$ cat config.mk
export PLATFORM = sky130hd
export DESIGN_NAME = div_unit_flat
export DESIGN_NICKNAME = d
export VERILOG_FILES = /design/src/rtl/div_unit_if.sv /design/src/rtl/div_unit.sv /design/src/flat_wrapper.sv
export SDC_FILE = /design/constraint.sdc
export NUM_CORES = 1
export LEC_CHECK = 0
export ABC_AREA = 1
export CELL_PAD_IN_SITES_DETAIL_PLACEMENT = 0
export CELL_PAD_IN_SITES_GLOBAL_PLACEMENT = 1
export CORE_UTILIZATION = 43
export DETAILED_ROUTE_END_ITERATION = 8
export PLACE_DENSITY_LB_ADDON = 0.15
export SYNTH_ARGS = -nofsm -noshare
export SYNTH_HDL_FRONTEND = slang
export SYNTH_SLANG_ARGS = --single-unit
$ cat constraint.sdc
create_clock -name clk_i -period 6.1 [get_ports clk_i]
set_input_delay 1.22 -clock clk_i [delete_from_list [all_inputs] [get_ports clk_i]]
set_output_delay 1.22 -clock clk_i [all_outputs]
set_load 0.01 [all_outputs]
$ cat src/rtl/div_unit_if.sv
// div_unit_if: operand/result bundle between the HI/LO datapath and div_unit.
//   start     request a divide (requester -> divider)
//   dividend  signed dividend, sampled when start is accepted
//   divisor   signed divisor, sampled when start is accepted
//   hi        remainder, registered
//   lo        quotient, registered
//   div_zero  divisor was zero on the last accepted start
//   done      one-cycle pulse, hi/lo/div_zero valid
//   busy      divide in progress
interface div_unit_if #(
  parameter int WIDTH = 32
);
  logic             start;
  logic [WIDTH-1:0] dividend;
  logic [WIDTH-1:0] divisor;
  logic [WIDTH-1:0] hi;
  logic [WIDTH-1:0] lo;
  logic             div_zero;
  logic             done;
  logic             busy;

  modport master (
    output start, dividend, divisor,
    input  hi, lo, div_zero, done, busy
  );

  modport slave (
    input  start, dividend, divisor,
    output hi, lo, div_zero, done, busy
  );
endinterface

$ cat src/rtl/div_unit.sv
// div_unit: multicycle signed divider for MIPS DIV. Restoring radix-2 division
// on operand magnitudes, one quotient bit per cycle, then sign fix-up.
// Quotient truncates toward zero; the remainder takes the dividend's sign.
//   clk_i   system clock, rising edge
//   rst_i   synchronous, active-high reset
//   bus     div_unit_if slave: start/dividend/divisor in, hi/lo/div_zero/done/busy out
//
// state  | meaning
// IDLE   | waiting for start
// RUN    | WIDTH shift/subtract steps
// SIGN   | apply signs, write hi/lo
// DONE   | done pulse for one cycle
module div_unit #(
  parameter int WIDTH = 32
) (
  input  logic        clk_i,
  input  logic        rst_i,
  div_unit_if.slave   bus
);
  localparam int CW = $clog2(WIDTH);
  localparam logic [CW-1:0] CNT_LAST = CW'(WIDTH - 1);

  typedef enum logic [1:0] {S_IDLE, S_RUN, S_SIGN, S_DONE} state_e;

  state_e           state_q, state_d;
  logic [WIDTH-1:0] rem_q, rem_d;
  logic [WIDTH-1:0] quo_q, quo_d;
  logic [WIDTH-1:0] dvs_q, dvs_d;
  logic [WIDTH-1:0] hi_q, hi_d;
  logic [WIDTH-1:0] lo_q, lo_d;
  logic [CW-1:0]    cnt_q, cnt_d;
  logic             qneg_q, qneg_d;
  logic             rneg_q, rneg_d;
  logic             dz_q, dz_d;

  // One extra bit holds the bit shifted out of rem; diff[WIDTH] is the borrow.
  logic [WIDTH:0]   trial;
  logic [WIDTH:0]   diff;

  always_ff @(posedge clk_i) begin
    if (rst_i) begin
      state_q <= S_IDLE;
      rem_q   <= '0;
      quo_q   <= '0;
      dvs_q   <= '0;
      hi_q    <= '0;
      lo_q    <= '0;
      cnt_q   <= '0;
      qneg_q  <= 1'b0;
      rneg_q  <= 1'b0;
      dz_q    <= 1'b0;
    end else begin
      state_q <= state_d;
      rem_q   <= rem_d;
      quo_q   <= quo_d;
      dvs_q   <= dvs_d;
      hi_q    <= hi_d;
      lo_q    <= lo_d;
      cnt_q   <= cnt_d;
      qneg_q  <= qneg_d;
      rneg_q  <= rneg_d;
      dz_q    <= dz_d;
    end
  end

  always_comb begin
    state_d = state_q;
    rem_d   = rem_q;
    quo_d   = quo_q;
    dvs_d   = dvs_q;
    hi_d    = hi_q;
    lo_d    = lo_q;
    cnt_d   = cnt_q;
    qneg_d  = qneg_q;
    rneg_d  = rneg_q;
    dz_d    = dz_q;
    trial   = {rem_q, quo_q[WIDTH-1]};
    diff    = trial - {1'b0, dvs_q};

    unique case (state_q)
      S_IDLE: begin
        if (bus.start) begin
          if (bus.divisor == '0) begin
            dz_d    = 1'b1;
            state_d = S_DONE;
          end else begin
            dz_d    = 1'b0;
            // Unsigned magnitudes: |0x80000000| stays 0x80000000.
            quo_d   = bus.dividend[WIDTH-1] ? -bus.dividend : bus.dividend;
            dvs_d   = bus.divisor[WIDTH-1]  ? -bus.divisor  : bus.divisor;
            rem_d   = '0;
            cnt_d   = '0;
            qneg_d  = bus.dividend[WIDTH-1] ^ bus.divisor[WIDTH-1];
            rneg_d  = bus.dividend[WIDTH-1];
            state_d = S_RUN;
          end
        end
      end
      S_RUN: begin
        quo_d = {quo_q[WIDTH-2:0], ~diff[WIDTH]};
        rem_d = diff[WIDTH] ? trial[WIDTH-1:0] : diff[WIDTH-1:0];
        cnt_d = cnt_q + CW'(1);
        if (cnt_q == CNT_LAST) state_d = S_SIGN;
      end
      S_SIGN: begin
        lo_d    = qneg_q ? -quo_q : quo_q;
        hi_d    = rneg_q ? -rem_q : rem_q;
        state_d = S_DONE;
      end
      S_DONE: state_d = S_IDLE;
      default: state_d = S_IDLE;
    endcase
  end

  assign bus.hi       = hi_q;
  assign bus.lo       = lo_q;
  assign bus.div_zero = dz_q;
  assign bus.done     = (state_q == S_DONE);
  assign bus.busy     = (state_q == S_RUN) || (state_q == S_SIGN);
endmodule

$ cat src/flat_wrapper.sv
// flat-port wrapper written by rule: the top's interface ports become plain ports
module div_unit_flat 
#(
  parameter int WIDTH = 32
)
  (clk_i, rst_i, bus_start, bus_dividend, bus_divisor, bus_hi, bus_lo, bus_div_zero, bus_done, bus_busy);
  div_unit_if #(.WIDTH(WIDTH)) bus_i ();
  input  logic clk_i;
  input  logic rst_i;
  input wire logic [$bits(bus_i.start)-1:0] bus_start;
  input wire logic [$bits(bus_i.dividend)-1:0] bus_dividend;
  input wire logic [$bits(bus_i.divisor)-1:0] bus_divisor;
  output wire logic [$bits(bus_i.hi)-1:0] bus_hi;
  output wire logic [$bits(bus_i.lo)-1:0] bus_lo;
  output wire logic [$bits(bus_i.div_zero)-1:0] bus_div_zero;
  output wire logic [$bits(bus_i.done)-1:0] bus_done;
  output wire logic [$bits(bus_i.busy)-1:0] bus_busy;
  assign bus_i.start = bus_start;
  assign bus_i.dividend = bus_dividend;
  assign bus_i.divisor = bus_divisor;
  assign bus_hi = bus_i.hi;
  assign bus_lo = bus_i.lo;
  assign bus_div_zero = bus_i.div_zero;
  assign bus_done = bus_i.done;
  assign bus_busy = bus_i.busy;
  div_unit #(.WIDTH(WIDTH)) u_core (.clk_i(clk_i), .rst_i(rst_i), .bus(bus_i));
endmodule
=== Word level (Yosys, flattened, before mapping) ===
Cells that the tools add are included.

* Flip-flop bits (word level): 170
* Output and inout bits: 67
* Logic and storage cells: 53
* Input port bits: 67

* Equal/unequal tests: 7
* Add/subtract/negate cells: 6
* Multiplexer cells: 19
* Bitwise logic cells: 3
* Reductions and logical operators: 8

{| class="wikitable"
|+ Operators with widths
! kind !! number
|-
| $mux W32 || 9
|-
| $neg A32 Y32 || 4
|-
| $pmux W32 S2 || 2
|-
| $sub A33 B32 Y33 || 1
|-
| $logic_not A32 Y1 || 1
|-
| $mux W5 || 2
|-
| $pmux W5 S2 || 1
|-
| $pmux W2 S4 || 1
|-
| $mux W2 || 3
|-
| $reduce_and A3 Y1 || 2
|-
| $add A5 B1 Y5 const B || 1
|-
| $eq A5 B5 Y1 const B || 1
|-
| $eq A2 B2 Y1 const B || 2
|-
| $ne A2 B2 Y1 const B || 2
|-
| $reduce_and A2 Y1 || 2
|-
| $eq A2 B1 Y1 const B || 1
|-
| $logic_not A2 Y1 || 1
|-
| $ne A2 B1 Y1 const B || 1
|-
| $not A1 Y1 || 2
|-
| $reduce_bool A2 Y1 || 1
|-
| $logic_or A1 B1 Y1 || 1
|-
| $mux W1 || 1
|-
| $xor A1 B1 Y1 || 1
|}

=== Logic depth before layout (Yosys ltp) ===
Gate-level depths: netlist of the first run.

* Word-level depth: 5
* Mapped depth: 18
* Gate-level depth less buffers: 17

=== Worst setup path before layout of the first run ===
OpenSTA, ideal clock, no wires.

* Path type: input port to flip-flop
* Start point: input bus_divisor[0]
* End point: register u_core.quo_q[15]
* Arrival: 2.562 ns
* Library setup time: 0.132 ns
* Setup slack: 3.406 ns
* Stages on the path: 13
* Required time: 5.968 ns
* Buffers on the path: 2
* Cells stage by stage: inv_1 -> ha_1 -> nand3_2 -> nor2_1 -> nand2_1 -> nor2_2 -> nor2_2 -> nand2_4 -> buf_4 -> nor2_2 -> buf_4 -> a21oi_1 -> a21oi_1

* Cells in the longest elaborated chain, start to end: 3

{| class="wikitable"
|+ RTL lines
! what !! line !! RTL
|-
| from (decl) || flat_wrapper.sv:12 || <nowiki>input wire logic [$bits(bus_i.divisor)-1:0] bus_divisor;</nowiki>
|-
| $logic_not A32 Y1 || div_unit.sv:83 || <nowiki>if (bus.divisor == '0) begin</nowiki>
|-
| $ne A2 B2 Y1 (no source line) || -- ||
|-
| $reduce_and A3 Y1 (no source line) || -- ||
|-
| to (signal assigned) || div_unit.sv:55 || <nowiki>quo_q <= quo_d;</nowiki>
|-
| to (decl) || div_unit.sv:27 || <nowiki>logic [WIDTH-1:0] quo_q, quo_d;</nowiki>
|}

No other way between the ends.
A chain may end at the register's enable or synchronous reset.

=== Final worst setup path of the first run ===
* Start point: input bus_divisor[10]
* End point: register u_core.rem_q[10]

* Cells in the longest elaborated chain, start to end: 3

{| class="wikitable"
|+ RTL lines
! what !! line !! RTL
|-
| $logic_not A32 Y1 || div_unit.sv:83 ||
|-
| $ne A2 B2 Y1 (no source line) || -- ||
|-
| $reduce_and A3 Y1 (no source line) || -- ||
|-
| to (signal assigned) || div_unit.sv:54 || <nowiki>rem_q <= rem_d;</nowiki>
|-
| to (decl) || div_unit.sv:26 || <nowiki>logic [WIDTH-1:0] rem_q, rem_d;</nowiki>
|}

No other way between the ends.

==> results of run 1 <==
## final cells by class
type / count / area [um^2] / share of cell area
multi-input combinational: 1555 / 7710 / 0.515
clock inverter: 14 / 176 / 0.0118
antenna: 1 / 2.50 / 0.000167
clock buffer: 18 / 439 / 0.0294
inverter: 357 / 1340 / 0.0897
sequential: 170 / 3400 / 0.228
timing repair buffer: 144 / 1410 / 0.0942
tap: 384 / 480 / 0.0321
## cell usage after synthesis, drive strengths merged (3+ instances only)
library cell,n,area [um^2]
o21ai,130,654
dfxtp,170,3400
o32ai,3,26.3
xor2,53,464
nand4,21,131
o211ai,23,173
xnor2,17,149
nor3,28,150
buf,36,209
nand2,633,2410
or2,5,31.3
clkinv,3,12.5
ha,43,538
a21oi,139,718
clkbuf,47,176
nor2,211,810
nor4,7,43.8
o21bai,7,52.6
nand3,178,901
o221ai,19,166
inv,354,1330
nand3b,8,60.1
a31oi,17,106
and2,5,31.3
## cell families (layout without fill, tap and decap cells)
logic type / after synthesis / after routing / share of synthesized area
and+or+nand+nor: 1097 / 1097 / 0.357
buffers and inverters: 440 / 533 / 0.135
AOI/OAI and AO/OA: 344 / 344 / 0.151
DFF: 170 / 170 / 0.265
xor gates and xnor gates: 70 / 70 / 0.0478
adders and majority gates: 44 / 44 / 0.0435
other: 0 / 1 / 0
## routing by layer
metal / up-vias / share of wire
li1: 7033 / -
met1: 6187 / 0.51
met2: 403 / 0.41
met3: 38 / 0.058
met4: 0 / 0.014
met5: - / 0
## metrics by stage
stage / util / instance area [um^2] / power, mW / instances / setup WS, ps
after floorplan: - / 12800 / 2.24 / 2165 / 3410
after global placement: 0.494 / 14300 / 2.67 / 2610 / 2000
after detailed placement: 0.494 / 14300 / 2.67 / 2610 / 1950
after CTS: 0.516 / 15000 / 3.80 / 2642 / 2380
after global routing: 0.516 / 15000 / 4.04 / 2642 / 2050
final: 0.516 / 15000 / 3.82 / 2643 / 2340
## how the worst max path moves through the flow
| stage | start | endpoint | slack [ps] |
|---|---|---|---|
| global placement | bus_divisor[14] | u_core.rem_q[30]$_SDFFE_PP0P_ | 2000 |
| global route | bus_divisor[10] | u_core.rem_q[24]$_SDFFE_PP0P_ | 2050 |
| finish | bus_divisor[10] | u_core.rem_q[10]$_SDFFE_PP0P_ | 2340 |
| CTS | bus_divisor[10] | u_core.rem_q[10]$_SDFFE_PP0P_ | 2380 |
| detailed placement | bus_divisor[10] | u_core.rem_q[26]$_SDFFE_PP0P_ | 1950 |
| floorplan | bus_divisor[0] | u_core.quo_q[15]$_SDFFE_PP0P_ | 3410 |
## power groups by stage
stage | Clock, mW | Combinational [mW] | Sequential (mW)
global route | 1.19 | 1.51 | 1.34
floorplan | 0 | 0.928 | 1.31
global placement | 0 | 1.32 | 1.34
CTS | 1.15 | 1.33 | 1.32
detailed placement | 0 | 1.33 | 1.35
finish | 1.14 | 1.35 | 1.33
## critical path: cells and delay by family
family	cells	cell delay (ps)
AND/OR/NAND/NOR	9	1400
buffers and inverters	3	1310
AO/OA/AOI/OAI	1	170
## sequential cells by signal (all words and copies together) (netlist names)
signal               cells
u_core.dvs_q            32
u_core.qneg_q            1
u_core.rem_q            32
u_core.bus.lo           32
u_core.quo_q            32
u_core.rneg_q            1
u_core.cnt_q             5
u_core.bus.hi           32
u_core.bus.div_zero      1
u_core.state_q           2
==> flow_summary.toml, run 1 <==
[global_routing]
met2_usage = 0.394
met1_usage = 0.427
grt_pass1_wl_um = 65900
first_global_vias = 12100
grt_overflow = 0
grt_usage = 0.273
grt_max_degree = 94
grt_antenna_before_repair = 0
busiest_layer = "met1"
gr-usage-met3 = 0.0281

[timing]
slew-limit-headroom = 0.391
slew_violations = 0
rsz0062_at_grt = "no"
finalHoldViolCount = 0
worst_pin_slew_ps = 914
max_freq_mhz = 266
skew_ps = 18.4
holdWs_ps = 474
fin_crit_ps = 3760
final.setup.tns_ps = 0
setup_viol = 0
post-route-period-util = 0.617

[clock_network]
cts_tree = "done"
ctsHoldBuffers = 0
cts-resized-gates = 0
postCtsSetupBuffers = 0
clk_pin_slew_worst_paths_ps = 70
cts_root_buf = "clkbuf_16"
clkLatencyLatePin_ps = 440
cts_buffer_depth = 2
numCtsBuffers = 17
ctsHtreeMaxLevel = 4
cts.sinks = 170

[worst_setup_path]
crit_chain = "clkdlybuf4s50_1, nor2_2, nand3_1, nor2_1, nand2_1, nor2_2, nor2_2, nand2_4, nand2_4, clkinv_2, buf_4, nand2_1, a21oi_1"
r2r_cells = 17
crit_fanout = 41
ff2ff_setup_slack_ps = 2910
crit_path_start_kind = "input port"
slowest_stage = "clkdlybuf4s50_1"
cpMostUsedCell = "nor2_2"
end_kind = "register"
rr_startpoint = "u_core.quo_q[31]$_SDFFE_PP0P_"
crit_type = "input port to register"
r2r_end = "u_core.rem_q[31]$_SDFFE_PP0P_"
slowest_delay_ps = 470
cp.required_ps = 6450
arrival_ps = 4120

[pwr]
p_sw_mw = 1.56
irDropWorstVdd_mv = 0.225
combPwrFrac = 0.353
p_leak_nw = 7.32
netSwitchingFraction = 0.408
p_int_mw = 2.26
pwr-share-seq = 0.348
p_per_area_mw_per_mm2 = 255
clockPowerShare = 0.299

[finish]
nFillCells = 3086
area_delta_synth_final_pct = 16.7
final_nets = 2356
final_common_cell = "nand2_1"
drive_gt1_frac = 0.0350
layout_common_cells = "624 x nand2_1, 352 x inv_1, 204 x nor2_1"

[logic_synthesis]
synth.distinct_cells = 44
async_flop_share = 0
ys_ff_latch = 170
postSynthAreaPerCell_um2 = 5.92
syn-num-nets = 2276
seq_area_frac_synth = 0.265
synth_ff_type = "dfxtp_1"
syn-cell-area_mm2 = 0.0128
yosysWarnings = 0
synth_edf_count = 0
synthCells = 2165

[floorplanning]
die_h_um = 175
dieArea_mm2 = 0.0305
pin_count = 134
dieWidth_um = 175
start_util = 0.442
rows = 62
core_area_mm2 = 0.0290

[placed_design]
place_congestion = 0.959
hpwl_um = 32600
portBuffers = 133

[worst_hold_path]
holdPathEnd = "u_core.cnt_q[4]$_SDFFE_PP0P_"
hold_depth = 2
hold_path.class = "register to register"
worstHoldStart = "u_core.cnt_q[4]$_SDFFE_PP0P_"

[route]
initialDrtViolationCount = 1188
first_pass_iters = 8
vias = 13700
drc_errors = 0
wl_per_cell_um = 15.8
vias_per_cell = 5.17
antenna_left = 0
wl_um = 41700

[flow_run]
cap_violations = 0

[run_status]
outcome = "finished clean"
Power figures use the tool's default switching activity.
==> inputs of run 2 (changes only) <==
CORE_UTILIZATION = 36   (was 43)
clock period = 3.15 ns   (was 6.1 ns; I/O delays follow)
==> flow_summary.toml, run 2 (synthesis gave the netlist of run 1 again) <==
[route]
maxUsedRoutingLayer = "met4"
wl_met3_um = 1800
vias = 13600
dr_wl_met2_um = 18600
first_pass_iters = 5
drc_errors = 0
antenna_left = 0
initialDrtViolationCount = 881
wl_um = 43500
vias_per_cell = 4.98
wl_per_cell_um = 15.9
wl_met1_um = 22500

[finish]
diodes = 0
final_util = 0.439
ff_latch_area_mm2 = 0.00340
nFillCells = 3800
multi_input_area_mm2 = 0.00771
layout_common_cells = "624 x nand2_1, 352 x inv_1, 204 x nor2_1"
drive_gt1_frac = 0.0422
final_common_cell = "nand2_1"
final_nets = 2375
fin_area_mm2 = 0.0153
area_delta_synth_final_pct = 19.1

[timing]
worst_pin_slew_ps = 946
slew_violations = 0
rsz0062_at_grt = "no"
max_freq_mhz = 371
setup_viol = 0
fin_crit_ps = 2690
final.setup.tns_ps = 0
slew-limit-headroom = 0.369
skew_ps = 10.2
post-route-period-util = 0.855
finalHoldViolCount = 0

[clock_network]
clkLatencyLatePin_ps = 450
numCtsBuffers = 17
clk_pin_slew_worst_paths_ps = 70
cts_tree = "done"
cts_buffer_depth = 2
ctsHoldBuffers = 0
cts-resized-gates = 0
ctsHtreeMaxLevel = 4
postCtsSetupBuffers = 0
cts.sinks = 170
cts_root_buf = "clkbuf_16"

[pwr]
irDropWorstVdd_mv = 0.393
p_per_area_mw_per_mm2 = 500
p_leak_nw = 7.44
p_sw_mw = 2.95
clockPowerShare = 0.312
p_total_mw = 7.64
pwr-share-seq = 0.337
combPwrFrac = 0.351
netSwitchingFraction = 0.386
p_int_mw = 4.69

[floorplanning]
core_area_mm2 = 0.0348
start_util = 0.368
rows = 68
die_h_um = 191
pin_count = 134
dieArea_mm2 = 0.0364
dieWidth_um = 191

[global_routing]
grt_usage = 0.242
grt_antenna_before_repair = 1
first_global_vias = 12500
grt_pass1_wl_um = 68600
grt_max_degree = 77
grt_overflow = 0

[worst_hold_path]
hold_path.class = "register to register"
hold_depth = 2
holdPathEnd = "u_core.cnt_q[4]$_SDFFE_PP0P_"
worstHoldStart = "u_core.cnt_q[4]$_SDFFE_PP0P_"

[flow_run]
cap_violations = 0

[worst_setup_path]
crit_fanout = 33
ff2ff_setup_slack_ps = 460
cp.required_ps = 3440
r2r_end = "u_core.rem_q[21]$_SDFFE_PP0P_"
crit_path_start_kind = "register"
r2r_cells = 13
rr_startpoint = "u_core.rem_q[5]$_SDFFE_PP0P_"
crit_type = "register to register"
arrival_ps = 2990
end_kind = "register"

[placed_design]
hpwl_um = 34300
placed_area_mm2 = 0.0146
portBuffers = 133
place_congestion = 0.905

[run_status]
outcome = "finished clean"
==> run 2: cell types whose count changed in the layout (fill, tap and decap cells not counted), sizes merged <==
| cell | previous run | this run |
|---|---|---|
| clkbuf | 18 | 19 |
| diode | 1 | 0 |
| bufinv | 1 | 5 |
| clkinvlp | 2 | 3 |
| buf | 12 | 31 |
| clkinv | 8 | 5 |
| inv | 360 | 357 |
==> run 2: worst max-delay path: stages (launching register included) <==
cell and delay [ps]:
dfxtp_1 520, ha_1 350, nand2_2 150, inv_2 50, a21oi_2 180, nand2_2 110
nand2_1 90, nand2_2 70, nand2_2 90, nand3_2 230, nand2_4 400, nand2_1 140
nand3_1 90, a21oi_1 60
==> run 2: power by group through the flow <==
stage / clock, mW / sequential (mW) / combinational [mW]
floorplan: 0 / 2.54 / 1.80
global placement: 0 / 2.61 / 2.66
detailed placement: 0 / 2.61 / 2.67
CTS: 2.45 / 2.56 / 2.68
global route: 2.52 / 2.59 / 3.02
finish: 2.38 / 2.57 / 2.68
==> run 2: final cells by class <==
cell class / instances / area share
inverter: 357 / 0.0878
timing repair buffer: 163 / 0.105
clock buffer: 19 / 0.0283
clock inverter: 13 / 0.0141
sequential: 170 / 0.223
tap: 455 / 0.0373
multi-input combinational: 1555 / 0.505
==> run 2: stage by stage <==
| step | instances | worst slack, ps | hold WS (ps) |
|---|---|---|---|
| after floorplan | 2165 | 988 | 445 |
| after global placement | 2700 | 272 | 457 |
| after detailed placement | 2700 | 261 | 465 |
| after CTS | 2732 | 463 | 475 |
| after global routing | 2732 | 207 | 495 |
| final | 2732 | 457 | 471 |
==> run 2: worst max path at each step <==
stage	slack (ps)	cells after the start	from	endpoint
6_report	460	13	u_core.rem_q[5]$_SDFFE_PP0P_	u_core.rem_q[21]$_SDFFE_PP0P_
5_1_grt	210	13	u_core.rem_q[5]$_SDFFE_PP0P_	u_core.rem_q[16]$_SDFFE_PP0P_
4_1_cts	460	13	u_core.rem_q[5]$_SDFFE_PP0P_	u_core.rem_q[21]$_SDFFE_PP0P_
3_5_place_dp	260	16	bus_divisor[0]	u_core.quo_q[21]$_SDFFE_PP0P_
3_3_place_gp	270	16	bus_divisor[0]	u_core.quo_q[20]$_SDFFE_PP0P_
2_1_floorplan	990	18	u_core.quo_q[31]$_SDFFE_PP0P_	u_core.rem_q[14]$_SDFFE_PP0P_
==> run 2: layer usage <==
layer	global-route usage	vias up
met1	0.358	6200
met2	0.373	321
met4	0.0508	0
met5	0	-
met3	0.0291	28
li1	-	7066
